`config.mk`:
```
export PLATFORM = sky130hd
export DESIGN_NAME = stimulus_hub
export DESIGN_NICKNAME = d
export VERILOG_FILES = /design/src/rtl/stimulus_hub_pkg.sv /design/src/rtl/stimulus_hub_chan.sv /design/src/rtl/stimulus_hub.sv
export SDC_FILE = /design/constraint.sdc
export NUM_CORES = 1
export LEC_CHECK = 0
export BUFFER_PORTS_ARGS = -buffer_cell sky130_fd_sc_hd__buf_4
export CAP_MARGIN = 20
export CORE_ASPECT_RATIO = 0.8
export CORE_UTILIZATION = 50
export DETAILED_ROUTE_END_ITERATION = 8
export GPL_ROUTABILITY_DRIVEN = 0
export PLACE_DENSITY = 0.79
export SLEW_MARGIN = 20
export SYNTH_ARGS = -nofsm -noshare
export SYNTH_HDL_FRONTEND = slang
export SYNTH_SLANG_ARGS = --single-unit
```
`constraint.sdc`:
```
create_clock -name clk -period 2 [get_ports clk]
set_clock_uncertainty 0.05 [all_clocks]
set_input_delay 0.4 -clock clk [delete_from_list [all_inputs] [get_ports clk]]
set_output_delay 0.4 -clock clk [all_outputs]
set_load 0.03 [all_outputs]
```
`src/rtl/stimulus_hub_pkg.sv`:
```
// Shared defaults, channel naming and index-width helper for the stimulus hub.
package stimulus_hub_pkg;

  localparam int N_CH_DEF         = 6;
  localparam int DEBOUNCE_CYC_DEF = 500000;
  localparam int HOLD_CYC_DEF     = 2500000;
  localparam int FIFO_DEPTH_DEF   = 4;

  typedef enum logic [3:0] {
    CH_SALUD     = 4'd0,
    CH_HAMBRE    = 4'd1,
    CH_RESET     = 4'd2,
    CH_TEST      = 4'd3,
    CH_DIVERSION = 4'd4,
    CH_ENERGIA   = 4'd5
  } chan_e;

  // Width of a channel index; never collapses to zero bits.
  function automatic int idx_w(input int n);
    return (n > 1) ? $clog2(n) : 1;
  endfunction

endpackage

```
`src/rtl/stimulus_hub_chan.sv`:
```
// One stimulus channel: 2-flop synchroniser, debounce, and edge or hold-time
// request generation. req is a single-cycle registered pulse.
module stimulus_hub_chan #(
  parameter int DEBOUNCE_CYC = 500000,
  parameter int HOLD_CYC     = 2500000,
  parameter bit LEVEL_MODE   = 1'b0
) (
  input  logic clk,
  input  logic rst,
  input  logic raw,
  output logic level,
  output logic req
);

  localparam int DB_W = $clog2(DEBOUNCE_CYC);

  logic            sync_a;
  logic            sync_b;
  logic [DB_W-1:0] db_cnt;

  always_ff @(posedge clk or negedge rst) begin
    if (!rst) begin
      sync_a <= 1'b0;
      sync_b <= 1'b0;
      db_cnt <= '0;
      level  <= 1'b0;
    end else begin
      sync_a <= raw;
      sync_b <= sync_a;
      if (sync_b == level) begin
        db_cnt <= '0;
      end else if (db_cnt == DB_W'(DEBOUNCE_CYC - 1)) begin
        level  <= sync_b;
        db_cnt <= '0;
      end else begin
        db_cnt <= db_cnt + 1'b1;
      end
    end
  end

  if (LEVEL_MODE) begin : g_level
    localparam int HOLD_W = $clog2(HOLD_CYC);

    logic [HOLD_W-1:0] hold_cnt;
    logic              armed;

    // Down-counter reloads while low; fires once per high period at terminal count.
    always_ff @(posedge clk or negedge rst) begin
      if (!rst) begin
        hold_cnt <= '0;
        armed    <= 1'b0;
        req      <= 1'b0;
      end else begin
        req <= 1'b0;
        if (!level) begin
          hold_cnt <= HOLD_W'(HOLD_CYC - 1);
          armed    <= 1'b1;
        end else if (armed) begin
          if (hold_cnt == '0) begin
            req   <= 1'b1;
            armed <= 1'b0;
          end else begin
            hold_cnt <= hold_cnt - 1'b1;
          end
        end
      end
    end
  end else begin : g_edge
    logic level_prev;

    always_ff @(posedge clk or negedge rst) begin
      if (!rst) begin
        level_prev <= 1'b0;
        req        <= 1'b0;
      end else begin
        level_prev <= level;
        req        <= level & ~level_prev;
      end
    end
  end

endmodule

```
`src/rtl/stimulus_hub.sv`:
```
// Debounced stimulus channels feeding a per-channel pending latch, a
// lowest-index-first arbiter and a small event FIFO toward the consumer.
module stimulus_hub
  import stimulus_hub_pkg::*;
#(
  parameter int              N_CH         = N_CH_DEF,
  parameter int              DEBOUNCE_CYC = DEBOUNCE_CYC_DEF,
  parameter int              HOLD_CYC     = HOLD_CYC_DEF,
  parameter logic [N_CH-1:0] LEVEL_MASK   = '0,
  parameter int              FIFO_DEPTH   = FIFO_DEPTH_DEF
) (
  input  logic                         clk,
  input  logic                         rst,
  input  logic [N_CH-1:0]              raw_in,
  input  logic                         ev_ready,
  output logic                         ev_valid,
  output logic [idx_w(N_CH)-1:0]       ev_id,
  output logic [N_CH-1:0]              level_out,
  output logic [$clog2(FIFO_DEPTH):0]  ev_count,
  output logic                         overflow
);

  localparam int IDW = idx_w(N_CH);
  localparam int PW  = $clog2(FIFO_DEPTH);

  logic [N_CH-1:0] req;
  logic [N_CH-1:0] pending;
  logic [N_CH-1:0] grant;
  logic [N_CH-1:0] clr_mask;
  logic [IDW-1:0]  sel_id;
  logic [IDW-1:0]  fifo_mem [FIFO_DEPTH];
  logic [PW-1:0]   wr_ptr;
  logic [PW-1:0]   rd_ptr;
  logic            full;
  logic            push;
  logic            pop;

  for (genvar i = 0; i < N_CH; i++) begin : g_chan
    stimulus_hub_chan #(
      .DEBOUNCE_CYC (DEBOUNCE_CYC),
      .HOLD_CYC     (HOLD_CYC),
      .LEVEL_MODE   (LEVEL_MASK[i])
    ) u_chan (
      .clk   (clk),
      .rst   (rst),
      .raw   (raw_in[i]),
      .level (level_out[i]),
      .req   (req[i])
    );
  end

  always_comb begin
    sel_id = '0;
    for (int i = N_CH - 1; i >= 0; i--) begin
      if (pending[i]) sel_id = IDW'(i);
    end
  end

  assign grant    = pending & (~pending + 1'b1);
  assign full     = (ev_count == (PW + 1)'(FIFO_DEPTH));
  assign ev_valid = (ev_count != '0);
  assign pop      = ev_valid & ev_ready;
  // A full FIFO still accepts a push when the head leaves in the same cycle.
  assign push     = (|pending) & (~full | pop);
  assign clr_mask = push ? grant : '0;
  assign ev_id    = fifo_mem[rd_ptr];

  always_ff @(posedge clk or negedge rst) begin
    if (!rst) begin
      pending  <= '0;
      overflow <= 1'b0;
      wr_ptr   <= '0;
      rd_ptr   <= '0;
      ev_count <= '0;
    end else begin
      pending <= (pending & ~clr_mask) | req;
      // A request only collides if its bit stays set through this cycle.
      if (|(req & pending & ~clr_mask)) overflow <= 1'b1;
      if (push) wr_ptr <= wr_ptr + 1'b1;
      if (pop)  rd_ptr <= rd_ptr + 1'b1;
      case ({push, pop})
        2'b10:   ev_count <= ev_count + 1'b1;
        2'b01:   ev_count <= ev_count - 1'b1;
        default: ev_count <= ev_count;
      endcase
    end
  end

  always_ff @(posedge clk) begin
    if (push) fifo_mem[wr_ptr] <= sel_id;
  end

endmodule

```
==> flow_metrics.tcl, run 1 <==
set metrics [dict create \
    outcome "complete, but fails checks" \
    failed_checks "negative setup slack" \
    vias 5651 \
    start_util_pct 51.76 \
    clkTransAtPathRegs_ns 0.06 \
    ant_nets 0 \
    place_area_um2 8658 \
    yosys_register_bits 170 \
    crit_family "simple AND/OR/NAND/NOR gates" \
    synth_top_area_share_pct 50.21 \
    crit_required_ns 2.26 \
    cts_sinks 170 \
    stdcell_count 1040 \
    grt_first_pass_wirelength_um 25310 \
    dp_slack_ns -0.06171 \
    path_cells "or4_1 > or4_4 > nor2_2 > mux2_4" \
    diodes 0 \
    grt.total_usage_pct 19.61 \
    arrival_ns 2.29 \
    grt_antenna_before_repair 0 \
    core.rowCount 40 \
    critPathMaxStageDelay_ns 0.57 \
    fin_crit_sh_pct 101.6 \
    cts_tree "done" \
    fp.dieW_um 142.3 \
    ir_worst_vdd_mv 0.6655 \
    hold_viol 0 \
    die_h_um 114.3 \
    synthXorXnorAreaFrac_pct 9.342 \
    synth-async-reset-ratio_pct 92.94 \
    relSlewSlack_pct 56.33 \
    portBuffers 22 \
    avgSynthCellArea_um2 10.63 \
    synth-simple-area-share_pct 22.69 \
    fmax_mhz 492.1 \
    crit_path_end_kind "flip-flop" \
    first_pass_iters 4 \
    area_growth_pct 18.26 \
    finalCriticalPeriod_ns 2.032 \
    postRouteWirelength_um 14540 \
    slew_violations 0 \
    ys_types 56 \
    worstMarginPinSlew_ns 0.6550 \
    grt_pass1_vias 5383 \
    path_class "reg2reg" \
    hp-class "in2reg" \
    ys_seq_area_share_pct 54.78 \
    nFillCells 1267 \
    rsz0062_at_grt "true" \
    die_area_um2 16260 \
    synth_area_leaders "dfrtp_1 (50%), xnor2_1 (5.2%), nor2_1 (5.0%)" \
    grt_start_max_net_pins 47 \
    multi_input_area_um2 3430 \
    cp.buffers_inverters 0 \
    drcViolationCount 0 \
    slowest_stage "or4_4" \
    hpwl_um 9955 \
    synth_flop_cell "dfrtp_1" \
    drtIter0Drc 458 \
    cp-start-kind "flip-flop" \
    muxShareOfSynthArea_pct 1.843 \
    leakage_uw 0.003899 \
    path_max_fanout 2 \
    synth-compound-area-share_pct 6.784 \
    htree_num_levels 4 \
    drive_above_1_share_pct 18.92 \
    synth_cells 741 \
    setup_viol 14 \
    whs_ns 0.03075 \
    yosysWarnings 0 \
    fin_nets 838 \
    drv_cap 0 \
    clockBufferDepth 2 \
    coreArea_um2 15210 \
    mostFrequentLayoutCell "dfrtp_1" \
    power_density_nw_per_um2 786.9 \
    cts_inserted_buffers 17 \
    io_pins 23 \
    synth_edf_count 12 \
    setup_slack_ns -0.03219 \
    final_cell_mix "dfrtp_1 (156), nor2_1 (100), buf_4 (69)" \
    dp_cells 1005 \
    synth_area_um2 7875 \
    synth_fa_ha_area_share_pct 1.843 \
    cts_root_buf "clkbuf_16" \
    final_cell_area_um2 9313 \
    routed_via_density 5.434 \
    grt.overflow.total 0 \
    clk_latency_ns 0.42 \
    synth_top_area_cell "dfrtp_1" \
    synth_fp_nets 761 \
    wl_per_cell_um 13.98 \
    area.sequential_um2 4317 \
    synth_top_family_by_area "simple AND/OR/NAND/NOR gates" \
]
## synth_stat cells (16+ instances only)
master / instances
nor4_1: 20
inv_1: 24
xnor2_1: 47
a21oi_1: 33
dfrtp_1: 158
or3_1: 16
o21ai_0: 19
nand2_1: 43
nand4_1: 26
nand3_1: 37
nor2_1: 104
xor2_1: 37
## state kept, by name, indices dropped and copies added (netlist names)
signal / count
g_chan.u_chan.req: 6
rd_ptr: 2
fifo_mem: 12
wr_ptr: 2
ev_count: 3
g_chan.u_chan.g_edge.level_prev: 6
g_chan.u_chan.level: 6
g_chan.u_chan.sync_b: 6
overflow: 1
pending: 6
g_chan.u_chan.db_cnt: 114
g_chan.u_chan.sync_a: 6
## area by class of cell
type,count,share of cell area [%]
Tap cell,210,2.821
Sequential cell,170,46.35
Clock inverter,10,1.048
Timing Repair Buffer,80,7.255
Multi-Input combinational cell,525,36.83
Clock buffer,21,4.729
Inverter,24,0.9674
## what timing repair did
| item | in CTS | in global routing |
|---|---|---|
| pin swaps | 0 | 7 |
| hold endpoints to repair | 43 | 0 |
| resized for setup | 5 | 19 |
| endpoints found under the setup margin | 17 | 34 |
| buffers inserted | 1 | 2 |
| gates cloned | 0 | 0 |
| hold buffers | 1 | 0 |
## report_power, final
part	switching (uW)	internal (uW)
sequential	130	3570
clock	1300	1710
combinational	349	278
total	1770	5550
## stage by stage
stage               utilization [%]  setup TNS [ns]  power, uW
floorplan                         -         -0.6513       4090
global placement              56.91        -0.04849       4320
detailed placement            56.91         -0.3770       4338
CTS                           60.66         -0.1660       7367
global route                  61.21          -1.145       7617
finish                        61.21         -0.1104       7328
## metal layers
layer	vias up	global-route usage (%)	part of all wire (%)
met1	2798	27.26	49
met4	0	4.588	0.80
met3	9	4.935	3.0
met5	-	0	0
li1	2774	-	-
met2	70	31.08	47
## cells by family (layout without fill, tap and decap cells)
| kind of cell | after synthesis | count (layout) |
|---|---|---|
| AOI/OAI and AO/OA | 85 | 85 |
| and+or+nand+nor | 335 | 335 |
| muxes | 10 | 10 |
| xor gates and xnor gates | 84 | 84 |
| DFF | 170 | 170 |
| adders and majority gates | 11 | 11 |
| buffers and inverters | 46 | 135 |
## final timing paths
check	from	endpoint	slack, ns	cells after the start
hold reg to reg	g_chan[3].u_chan.sync_a$_DFF_PN0_	g_chan[3].u_chan.sync_b$_DFF_PN0_	0.30	0
setup / recovery	g_chan[4].u_chan.db_cnt[14]$_DFF_PN0_	g_chan[4].u_chan.level$_DFFE_PN0P_	-0.03	4
max in group asynchronous	rst	g_chan[5].u_chan.db_cnt[10]$_DFF_PN0_	0.87	3
setup reg to reg	g_chan[4].u_chan.db_cnt[14]$_DFF_PN0_	g_chan[4].u_chan.level$_DFFE_PN0P_	-0.03	4
hold / removal	raw_in[1]	g_chan[1].u_chan.sync_a$_DFF_PN0_	0.03	1
min in group asynchronous	rst	g_chan[2].u_chan.db_cnt[11]$_DFF_PN0_	0.43	2
Power figures use the tool's default switching activity.
==> run 2, diff against run 1 <==
SYNTH_HIERARCHICAL = 1   (was not set)
==> run 2 against run 1 <==
Against the previous run:
- critical path type unchanged
- core utilization increased by 1.1 points
- design area increased by 6.0%
- sequential share of layout area decreased by 2.6 points
- die area increased by 3.4%
- critical path depth increased by 3
- global-route usage increased by 0.75 points
- setup slack got worse by 0.045 ns
- sequential cell count unchanged
- the flow still finishes with violations (negative setup slack)
- total power increased by 19%
==> flow_metrics.tcl, run 2 <==
set metrics [dict create \
    outcome "complete, but fails checks" \
    failed_checks "negative setup slack" \
    worstHoldStart "raw_in[0]" \
    cts_root_buf "clkbuf_16" \
    place_area_um2 9040 \
    cp.depth 7 \
    cts_tree "done" \
    regMostFlops "g_chan.u_chan/db_cnt" \
    synth_top_area_cell "dfrtp_1" \
    stdcell_count 1090 \
    seqPwrFrac_pct 42.2 \
    hold_path_depth 1 \
    yosysMostFrequentCell "dfrtp_1" \
    ir_worst_vdd_mv 0.5360 \
    synth_area_leaders "dfrtp_1 (49%), xnor2_1 (8.6%), nor2_1 (5.5%)" \
    final_cell_area_um2 9873 \
    grt_start_max_net_pins 46 \
    area_growth_pct 21.23 \
    yosysWarnings 6 \
    fin_crit_sh_pct 103.9 \
    cp.buffers_inverters 1 \
    postRouteWirelength_um 15490 \
    internal_power_uw 6745 \
    postLayoutCoreUtil_pct 62.29 \
    ys_seq_area_share_pct 52.97 \
    synth_edf_count 12 \
    drcViolationCount 0 \
    synth_cells 763 \
    vias 5839 \
    synth_area_um2 8144 \
    routed_via_density 5.357 \
    hold_viol 0 \
    cp-startpoint "pending[2]$_DFF_PN0_" \
    fin_nets 882 \
    avgSynthCellArea_um2 10.67 \
    final_cell_mix "dfrtp_1 (155), nor2_1 (120), buf_4 (88)" \
    synth_flop_cell "dfrtp_1" \
    clkTransAtPathRegs_ns 0.07 \
    reg2reg_to "ev_count[1]$_DFFE_PN0P_" \
    grt_antenna_before_repair 0 \
    synth_fp_nets 783 \
    drv_cap 0 \
    yosys_register_bits 170 \
    hpwl_um 10450 \
    synth_top_area_share_pct 48.55 \
    htree_num_levels 4 \
    crit_path_end_kind "flip-flop" \
    path_class "reg2reg" \
    coreArea_um2 15850 \
    synth_commonest_cells "dfrtp_1 (158), nor2_1 (120), xnor2_1 (80)" \
    path_max_fanout 2 \
    start_util_pct 51.38 \
    io_pins 23 \
    wl_per_cell_um 14.21 \
    fmax_mhz 481.4 \
    leakage_uw 0.004170 \
    setup_total_negative_slack_ns -0.1137 \
    grt.overflow.total 0 \
    slew_violations 0 \
    top_regs "g_chan.u_chan/db_cnt x114, fifo_mem x12" \
    portBuffers 22 \
    critPathMaxStageDelay_ns 0.56 \
    regToRegSetupSlack_ns -0.08 \
    crit_family "simple AND/OR/NAND/NOR gates" \
    clk_latency_ns 0.42 \
    setup_slack_ns -0.07719 \
    clockBufferDepth 2 \
    cts_sinks 170 \
    core.rowCount 41 \
    slowest_stage "or4_4" \
    drtIter0Drc 365 \
    worst_r2r_path_depth 7 \
    ys_types 47 \
    die_area_um2 16810 \
    power_density_nw_per_um2 886.7 \
    relSlewSlack_pct 70.44 \
    mostFrequentLayoutCell "dfrtp_1" \
    path_cells "or4_4 > nor2_4 > nand2_2 > fa_1 > inv_1 > o31ai_1 > o21ai_1" \
    grt.total_usage_pct 20.37 \
    grt_pass1_vias 5765 \
    synth-async-reset-ratio_pct 92.94 \
    crit_end "ev_count[1]$_DFFE_PN0P_" \
    ant_nets 0 \
    cp-start-kind "flip-flop" \
    crit_required_ns 2.26 \
    hp-class "in2reg" \
    die_h_um 116.2 \
    r2r_start "pending[2]$_DFF_PN0_" \
    cts_inserted_buffers 17 \
    diodes 0 \
    finalCriticalPeriod_ns 2.077 \
    grt_first_pass_wirelength_um 26840 \
    worstMarginPinSlew_ns 0.4400 \
    rsz0062_at_grt "true" \
    setup_viol 4 \
    swShare_pct 22.95 \
    first_pass_iters 5 \
    clkPwrFrac_pct 45.5 \
    fp.dieW_um 144.7 \
    comb_power_share_pct 12.4 \
    dp_cells 1054 \
    largest_register_ffs 114 \
    switchingPower_uw 2009 \
    drive_above_1_share_pct 20.80 \
    arrival_ns 2.33 \
]
run 2: cell types whose count changed after synthesis, moves of 10 or more:
cell / change
nor2_1: +16
a21oi_1: -10
nor4_1: +11
o31ai_1: -10
xnor2_1: +33
nor3_1: +16
or4_1: -15
inv_1: +15
xor2_1: -24
run 2: power groups by stage:
stage / clock (uW) / sequential [uW] / combinational, uW
after floorplan: 0 / 3780 / 658
after global placement: 0 / 3750 / 1020
after detailed placement: 0 / 3750 / 1040
after CTS: 4060 / 3690 / 1050
after global routing: 4210 / 3710 / 1220
final: 3980 / 3690 / 1080
run 2: cells by family (layout without fill, tap and decap cells):
logic type               after synthesis  in the layout  synth area share, %
AND/OR/NAND/NOR                      354            354                23.61
multiplexers                          16             16                2.535
buffers and inverters                 55            167                3.057
XOR/XNOR                              93             93                10.00
adder cells (fa/ha/maj)               11             11                1.782
AO/OA/AOI/OAI                         64             64                6.038
flip-flops                           170            170                52.97
run 2: cell type report:
type                    instances  area, um^2
flip-flops and latches        170        4318
inverters                      39       146.4
clock buffers                  21       460.4
well taps                     215       269.0
clock inverters                11       262.8
multi-input cells             538        3650
repair buffers                 96       767.0
fillers                      1223        5978
run 2: worst min path at each step:
stage                                             end  slack, ns
floorplan                     ev_count[0]$_DFFE_PN0P_       0.05
global placement    g_chan[5].u_chan/sync_b$_DFF_PN0_       0.28
detailed placement  g_chan[1].u_chan/sync_b$_DFF_PN0_       0.29
CTS                 g_chan[0].u_chan/sync_a$_DFF_PN0_       0.01
global route        g_chan[4].u_chan/sync_a$_DFF_PN0_       0.01
finish              g_chan[0].u_chan/sync_a$_DFF_PN0_       0.03
run 2: routing by layer:
| layer | up-vias | GRT usage [%] | wire [um] |
|---|---|---|---|
| met4 | 0 | 6.596 | 179 |
| met5 | - | 0 | 0 |
| met2 | 110 | 32.82 | 7357 |
| met3 | 20 | 4.223 | 501 |
| li1 | 2858 | - | - |
| met1 | 2851 | 27.76 | 7453 |
run 2: what timing repair did:
item	CTS	global route
pin swaps	5	6
gates resized for setup	2	18
hold buffers	1	0
setup endpoints to repair	15	34
gates cloned	0	1
setup buffers	0	2
endpoints found under the hold margin	41	0
run 2: metrics by stage:
stage	worst slack, ns	total power [uW]	hold WS [ns]
floorplan	-0.2003	4441	0.05441
global placement	-0.09789	4768	0.2836
detailed placement	-0.1297	4796	0.2887
CTS	-0.1116	8806	0.01360
global route	-0.1484	9134	0.01164
finish	-0.07719	8755	0.03080
==> run 3, diff against run 2 <==
CELL_PAD_IN_SITES_DETAIL_PLACEMENT = 1   (was not set)
CELL_PAD_IN_SITES_GLOBAL_PLACEMENT = 1   (was not set)
CORE_UTILIZATION = 45   (was 50)
PLACE_DENSITY = 0.85   (was 0.79)
==> run 3 against run 2 <==
Against the previous run:
- the run ends with design-rule violations, negative setup slack left
- die area up 11%
- register-to-register slack worse by 0.10 ns
- routed wire length up 43%
- sequential cell count unchanged
- via count up 7.2%
- clock-buffer cell count down 1
- critical endpoint unchanged
- largest cell class unchanged
- largest power group is now registers
==> flow_metrics.tcl, run 3 (synthesis gave the netlist of run 2 again) <==
set metrics [dict create \
    outcome "complete, but fails checks" \
    failed_checks "design-rule violations, negative setup slack" \
    nFillCells 1874 \
    drtIter0Drc 308 \
    ir_worst_vdd_mv 0.4330 \
    rsz0062_at_grt "true" \
    hold_path_depth 1 \
    htree_num_levels 4 \
    path_class "reg2reg" \
    swShare_pct 26.21 \
    fin_crit_sh_pct 109.0 \
    seqPwrFrac_pct 44.5 \
    relSlewSlack_pct 67.12 \
    multi_input_area_um2 3717 \
    cp-start-kind "flip-flop" \
    hp-class "in2reg" \
    core.rowCount 43 \
    setup_slack_ns -0.1793 \
    whs_ns 0.02014 \
    final_cell_mix "dfrtp_1 (156), nor2_1 (120), buf_4 (99)" \
    place_area_um2 9097 \
    mostFrequentLayoutCell "dfrtp_1" \
    top_regs "g_chan.u_chan/db_cnt x114, fifo_mem x12" \
    drive_above_1_share_pct 22.57 \
    clkPwrFrac_pct 41.5 \
    crit_required_ns 2.26 \
    first_pass_iters 6 \
    regMostFlops "g_chan.u_chan/db_cnt" \
    grt.total_usage_pct 24.68 \
    start_util_pct 46.43 \
    area_growth_pct 21.79 \
    path_max_fanout 2 \
    worst_r2r_path_depth 7 \
    die_h_um 122.3 \
    power_density_nw_per_um2 839.9 \
    die_area_um2 18640 \
    r2r_start "pending[2]$_DFF_PN0_" \
    hpwl_um 14460 \
    cts_root_buf "clkbuf_16" \
    postRouteWirelength_um 22100 \
    routed_via_density 5.636 \
    worstHoldStart "raw_in[3]" \
    grt_start_max_net_pins 38 \
    drcViolationCount 2 \
    diodes 0 \
    grt.overflow.total 0 \
    drv_cap 0 \
    grt_first_pass_wirelength_um 35840 \
    area.sequential_um2 4317 \
    grt_pass1_vias 6989 \
    cts_inserted_buffers 17 \
    arrival_ns 2.44 \
    cts_sinks 170 \
    slew_violations 0 \
    comb_power_share_pct 14.0 \
    fin_nets 893 \
    final_cell_area_um2 9918 \
    switchingPower_uw 2184 \
    coreArea_um2 17540 \
    fp.dieW_um 152.4 \
    cp-startpoint "pending[2]$_DFF_PN0_" \
    io_pins 23 \
    fmax_mhz 458.9 \
    largest_register_ffs 114 \
    clk_latency_ns 0.44 \
    grt_antenna_before_repair 0 \
    hold_viol 0 \
    internal_power_uw 6147 \
    leakage_uw 0.004184 \
    portBuffers 22 \
    finalCriticalPeriod_ns 2.179 \
    worstMarginPinSlew_ns 0.4915 \
    wl_per_cell_um 19.89 \
    ant_nets 0 \
    vias 6262 \
    cts_tree "done" \
    clockBufferDepth 2 \
    setup_viol 5 \
    clkTransAtPathRegs_ns 0.07 \
    crit_path_end_kind "flip-flop" \
]
==> run 3: changes by cell type in the layout (fill, tap and decap cells not counted), sizes merged <==
| cell | delta |
|---|---|
| buf | +11 |
| bufinv | -5 |
| clkbuf | -1 |
| clkinv | +5 |
| clkinvlp | +3 |
| inv | -2 |
==> run 3: final cells by class <==
class | count | share of cell area (%)
Timing Repair Buffer | 107 | 8.503
Multi-Input combinational cell | 538 | 37.48
Clock buffer | 20 | 4.705
Sequential cell | 170 | 43.52
Tap cell | 225 | 2.838
Inverter | 39 | 1.476
Clock inverter | 12 | 1.476
==> run 3: routing by layer <==
metal / routed length [um] / part of all wire, % / track usage (%)
met4: 428 / 1.9 / 8.610
met3: 623 / 2.8 / 4.908
met2: 11660 / 53 / 44.99
met5: 0 / 0 / 0
met1: 9384 / 42 / 29.33
==> run 3: timing repair <==
item,CTS,global route
endpoints found under the setup margin,11,51
pin swaps,5,10
gates resized for setup,10,20
buffers inserted,1,6
hold buffers,1,0
hold endpoints to repair,32,0
cloned,0,1
==> run 3: stage by stage <==
step	setup WS, ns	std cells	total power, uW	setup TNS [ns]	util, %
4_1_cts	-0.2120	1104	8379	-0.7141	55.59
2_1_floorplan	-0.2003	763	4441	-0.3732	-
6_report	-0.1793	1111	8331	-0.4886	56.55
5_1_grt	-0.2099	1111	8636	-2.569	56.55
3_3_place_gp	-0.1146	1070	4777	-0.1411	51.87
3_5_place_dp	-0.2096	1070	4864	-0.3958	51.87
==> run 3: path summary, 6_finish.rpt <==
kind,endpoint,slack [ns]
min in group asynchronous,g_chan[0].u_chan/db_cnt[18]$_DFF_PN0_,0.38
worst max register to register,ev_count[1]$_DFFE_PN0P_,-0.18
worst min register to register,g_chan[5].u_chan/sync_b$_DFF_PN0_,0.30
max in group asynchronous,g_chan[1].u_chan/db_cnt[6]$_DFF_PN0_,0.88
worst max-delay path,ev_count[1]$_DFFE_PN0P_,-0.18
worst min-delay path,g_chan[3].u_chan/sync_a$_DFF_PN0_,0.02
==> run 3: power by group through the flow <==
stage / Clock (uW) / Combinational [uW] / Sequential, uW
2_1_floorplan: 0 / 658 / 3780
3_3_place_gp: 0 / 1030 / 3750
3_5_place_dp: 0 / 1100 / 3760
4_1_cts: 3520 / 1150 / 3700
5_1_grt: 3650 / 1260 / 3730
6_report: 3460 / 1160 / 3710
==> run 3: worst max-delay path, cell delays in order (launching register included) <==
cell and delay (ns):
dfrtp_1 0.40, or4_4 0.56, nor2_4 0.12, nand2_2 0.07
fa_2 0.55, inv_2 0.04, o31ai_1 0.18, o21ai_1 0.10
